$ cat src/rtl/envelope_shaper.sv
`default_nettype none
// ============================================================================
//  Module   : envelope_shaper
//  Brief    : ADSR amplitude envelope for a signed 16-bit sample stream.
//             The Q0.16 gain takes one step per accepted input sample. The
//             shaped sample is registered and carries a one-cycle valid
//             strobe.
//  Revision : 1.0 - initial release
// ============================================================================
module envelope_shaper #(
  parameter logic [15:0] ATTACK_INC    = 16'd64,
  parameter logic [15:0] DECAY_DEC     = 16'd16,
  parameter logic [15:0] SUSTAIN_LEVEL = 16'hC000,
  parameter logic [15:0] RELEASE_DEC   = 16'd8
) (
  input  logic               clk,
  input  logic               reset,
  input  logic               play_enable,
  input  logic               note_start,
  input  logic               note_done,
  input  logic signed [15:0] sample_in,
  input  logic               sample_in_valid,
  output logic signed [15:0] sample_out,
  output logic               sample_out_valid,
  output logic [2:0]         env_state,
  output logic               env_done
);

  // Envelope phases; the encoding is visible on env_state.
  localparam logic [2:0] S_IDLE    = 3'd0;
  localparam logic [2:0] S_ATTACK  = 3'd1;
  localparam logic [2:0] S_DECAY   = 3'd2;
  localparam logic [2:0] S_SUSTAIN = 3'd3;
  localparam logic [2:0] S_RELEASE = 3'd4;

  localparam logic [16:0] c_gain_full = 17'h0FFFF;

  logic [15:0]        r_gain;
  logic [2:0]         r_state;

  logic               w_accept;
  logic               w_start;
  logic               w_release;
  logic [15:0]        w_gain_nxt;
  logic [2:0]         w_state_nxt;
  logic               w_done_nxt;
  logic [16:0]        w_attack_sum;
  logic signed [16:0] w_decay_diff;
  logic signed [32:0] w_product;
  logic               w_unused_bits;

  // With play_enable low every input is ignored and the block is frozen.
  assign w_accept  = sample_in_valid & play_enable;
  assign w_start   = note_start & play_enable;
  // note_done only matters while a note is sounding and no start competes.
  assign w_release = note_done & play_enable & ~note_start &
                     ((r_state == S_ATTACK) || (r_state == S_DECAY) ||
                      (r_state == S_SUSTAIN));

  // Widened arithmetic so the saturation tests cannot be fooled by wraparound.
  assign w_attack_sum = {1'b0, r_gain} + {1'b0, ATTACK_INC};
  assign w_decay_diff = $signed({1'b0, r_gain}) - $signed({1'b0, DECAY_DEC});

  // Signed sample times unsigned gain; bits [31:16] give an arithmetic floor.
  assign w_product = $signed({{17{sample_in[15]}}, sample_in}) *
                     $signed({17'd0, r_gain});

  // Bits dropped by the Q0.16 scaling; they are never needed.
  assign w_unused_bits = ^{w_product[32], w_product[15:0]};

  // Next envelope state/gain: events take priority over the per-sample step.
  always_comb begin
    w_gain_nxt  = r_gain;
    w_state_nxt = r_state;
    w_done_nxt  = 1'b0;
    if (w_start) begin
      // Retrigger keeps the present gain so the restart has no click.
      w_state_nxt = S_ATTACK;
    end else if (w_release) begin
      w_state_nxt = S_RELEASE;
    end else if (w_accept) begin
      case (r_state)
        S_IDLE: begin
          w_gain_nxt = 16'd0;
        end
        S_ATTACK: begin
          if (w_attack_sum >= c_gain_full) begin
            w_gain_nxt  = 16'hFFFF;
            w_state_nxt = S_DECAY;
          end else begin
            w_gain_nxt = w_attack_sum[15:0];
          end
        end
        S_DECAY: begin
          if (w_decay_diff <= $signed({1'b0, SUSTAIN_LEVEL})) begin
            w_gain_nxt  = SUSTAIN_LEVEL;
            w_state_nxt = S_SUSTAIN;
          end else begin
            w_gain_nxt = r_gain - DECAY_DEC;
          end
        end
        S_SUSTAIN: begin
          w_gain_nxt = r_gain;
        end
        S_RELEASE: begin
          if (r_gain <= RELEASE_DEC) begin
            w_gain_nxt  = 16'd0;
            w_state_nxt = S_IDLE;
            w_done_nxt  = 1'b1;
          end else begin
            w_gain_nxt = r_gain - RELEASE_DEC;
          end
        end
        default: begin
          // Unreachable encodings fall back to a silent idle envelope.
          w_gain_nxt  = 16'd0;
          w_state_nxt = S_IDLE;
        end
      endcase
    end
  end

  // Envelope state and gain registers.
  always_ff @(posedge clk or negedge reset) begin
    if (!reset) begin
      r_state <= S_IDLE;
      r_gain  <= 16'd0;
    end else begin
      r_state <= w_state_nxt;
      r_gain  <= w_gain_nxt;
    end
  end

  // Output sample, valid strobe and done pulse; sample scaled by pre-edge gain.
  always_ff @(posedge clk or negedge reset) begin
    if (!reset) begin
      sample_out       <= 16'sd0;
      sample_out_valid <= 1'b0;
      env_done         <= 1'b0;
    end else begin
      sample_out_valid <= w_accept;
      env_done         <= w_done_nxt;
      if (w_accept) begin
        sample_out <= w_product[31:16];
      end
    end
  end

  assign env_state = r_state;

endmodule
`default_nettype wire
$ cat config.mk
export PLATFORM = sky130hd
export DESIGN_NAME = envelope_shaper
export DESIGN_NICKNAME = d
export VERILOG_FILES = /design/src/rtl/envelope_shaper.sv
export SDC_FILE = /design/constraint.sdc
export NUM_CORES = 1
export LEC_CHECK = 0
export CORE_UTILIZATION = 40
export CTS_BUF_LIST = sky130_fd_sc_hd__clkbuf_4 sky130_fd_sc_hd__clkbuf_8
export DETAILED_ROUTE_END_ITERATION = 16
export GPL_ROUTABILITY_DRIVEN = 0
export HOLD_SLACK_MARGIN = 0.1
export PLACE_DENSITY_LB_ADDON = 0.1
export SYNTH_ARGS = -nofsm -noshare
export SYNTH_HDL_FRONTEND = slang
export SYNTH_SLANG_ARGS = --single-unit
$ cat constraint.sdc
create_clock -name clk -period 8.6 [get_ports clk]
set_input_delay 1.29 -clock clk [delete_from_list [all_inputs] [get_ports clk]]
set_output_delay 1.29 -clock clk [all_outputs]
set_load 0.05 [all_outputs]
==> results.tsv <==
metric	value	unit
cp_common_cell	fa_1	
ff2ff_path_depth	19	
period_needed	7.797	ns
worst_pin_slew	0.9888	ns
coreArea	0.02635	mm2
io_pins	43	
cts-root-buf	clkbuf_8	
hold-path-cell-count	2	
rows	59	
fmax	0.1282	GHz
powerDensity	269.4	mW/mm2
layout-drive-gt1-share	3.894	%
drt_pass1_iterations	5	
yosysUniqueCellTypes	75	
syn-num-nets	1609	
die_width	166.8	um
synth_top_area_share	34.11	%
path_cells	clkdlybuf4s50_1, and2_1, fa_1, inv_1, fa_1, fa_1, inv_1, fa_1, fa_1, inv_1, fa_1, inv_1, ha_1, a21oi_1, o21ai_0, a221o_1, a31oi_1, o21ai_0, or4_1, o2111ai_1	
async_reset_ff_share	100.0	%
synth-edff-count	0	
viasPerCell	5.282	
critPathLaunchType	primary input	
port-buffer-count	42	
synthFlopType	dfrtp_1	
wire_per_inst	17.95	um
critPathArrivalTime	8.01	ns
maxCapViolations	0	
ys_seq_area_share	8.066	%
via_count	8551	
cts_tree	yes	
synthToLayoutAreaGrowth	7.974	%
yosysWarnings	0	
finalSetupTns	0	ns
final.setup_skew	0.01159	ns
setup_viol_count_final	0	
yosys.area.top_type	fa_1	
ctsLongestPathBuffers	2	
holdWs	0.4856	ns
layout.nets	1620	
rr_startpoint	r_gain[8]	
min_to	sample_out[9]	
reg2reg_to	sample_out[12]	
dieArea	0.02781	mm2
critPathSlowestCell	clkdlybuf4s50_1	
relSlewSlack	34.08	%
layout.cells.most_common	inv_1	
grt_pass1_wl	46930	um
critPathRequiredTime	8.81	ns
clk_pin_slew	0.08	ns
clk_latency	0.30	ns
peakVddDrop	0.2103	mV
die_height	166.8	um
track_usage	21.60	%
min_from	sample_out[9]	
cp_slowest_stage_delay	0.71	ns
leakage	5.848	nW
hold_viol	0	
drtIter0Drc	382	
ys_ff_latch	35	
postCtsSetupBuffers	0	
antenna_found_initial	0	
power	3.158	mW
maxSlewViolCount	0	
netlist_area	0.01086	mm2
routed_wl	29050	um
synth_cells	1272	
rsz0062_at_grt	no	
dp_hpwl	23720	um
start_util	41.20	%
most-common-layout-cells	inv_1 (251), fa_1 (185), nand2_1 (164)	
finalCritPeriodShare	90.67	%
cp-end-kind	register	
cts-resized-gates	0	
run_status	finished, final reports clean	
crit_path_max_fanout	16	
r2r_setup_slack	1.66	ns
syn_avg_cell_area	8.536	um2
cts_sinks	35	
grt-ovfl-total	0	
ctsHoldBuffers	0	
htree_levels	2	
ant_nets	0	
drc	0	
synth_area_leaders	fa_1 (34%), ha_1 (15%), inv_1 (8.7%), dfrtp_1 (8.1%), and2_1 (6.0%)	
grt_pass1_vias	8723	
diodes	0	
cts_buffers	5	
grt_max_degree	41	
hold_path.class	reg2reg	
crit_type	in2reg	
==> sequential cells by signal (all words and copies together) (netlist names) <==
register          count
env_state             3
sample_out_valid      1
r_gain               14
env_done              1
sample_out           16
==> cell families (layout without fill, tap and decap cells) <==
logic type / count (synthesis) / in the layout / synth area share (%)
compound gates: 159 / 159 / 9.853
simple gates: 416 / 416 / 19.30
buf+inv: 314 / 326 / 10.99
mux: 2 / 2 / 0.1959
flops: 35 / 35 / 8.066
xor+xnor: 31 / 31 / 2.501
fa+ha+maj: 315 / 315 / 49.09
==> metal layers <==
layer,up-vias,wire length [um],track usage (%)
met4,0,1105,7.931
met1,4308,12330,26.88
met2,173,14900,39.19
met5,-,0,0
li1,4022,-,-
met3,48,714,1.473
==> through the flow <==
step           setup WS, ns  cells  util, %  instance area (um2)
5_1_grt              0.5153   1619    44.49                11720
6_report             0.8026   1619    44.49                11720
3_3_place_gp         0.6179   1611    44.11                11620
4_1_cts              0.8201   1619    44.49                11720
2_1_floorplan         1.469   1272        -                10860
3_5_place_dp         0.5248   1611    44.11                11620
==> synthesized netlist by cell type, types with 3 or more instances <==
library cell    n
xnor2_1        22
a21o_1         11
fa_1          185
nand3b_1        3
nand2b_1        6
o21ai_0        45
and2_1        105
nand3_1        16
nor4_1          3
clkbuf_1       55
and4_1          5
ha_1          130
nor2_1         55
a211oi_1        4
xor2_1          9
dfrtp_1        35
or3_1           6
and3_1          5
a31oi_1         8
nor3_1         18
o211ai_1        4
o221ai_1        3
o21a_1          6
inv_1         251
buf_2           6
a2111oi_0       5
a21oi_1        30
o21bai_1        3
nor3b_1         3
o31ai_1         3
nand2_1       164
nand4_1        10
==> area by class of cell <==
type                    count  area (um2)
clock buffers               6       82.58
clock inverters             2       16.27
fillers                  2697       14630
inverters                 252       945.9
multi-input cells         923        8788
flip-flops and latches     35       875.8
well taps                 335       419.2
repair buffers             66       595.6
==> critical path: cells and delay by family <==
kind                     cells  cell delay [ns]
buffers and inverters        5             0.92
AND/OR/NAND/NOR              2             0.79
adder cells (fa/ha/maj)      7             3.47
AO/OA/AOI/OAI                6             1.54
==> worst max path at each step <==
stage,start,to
2_1_floorplan,sample_in[9],sample_out[12]
3_5_place_dp,sample_in[7],sample_out[12]
3_3_place_gp,sample_in[12],sample_out[12]
6_report,sample_in[6],sample_out[12]
4_1_cts,sample_in[6],sample_out[12]
5_1_grt,sample_in[6],sample_out[12]
==> power by group <==
| part | internal, mW | switching (mW) | total, mW |
|---|---|---|---|
| clock network | 0.0656 | 0.0747 | 0.140 |
| registers | 0.211 | 0.0707 | 0.282 |
| logic | 1.08 | 1.66 | 2.74 |
Power figures use the tool's default switching activity.
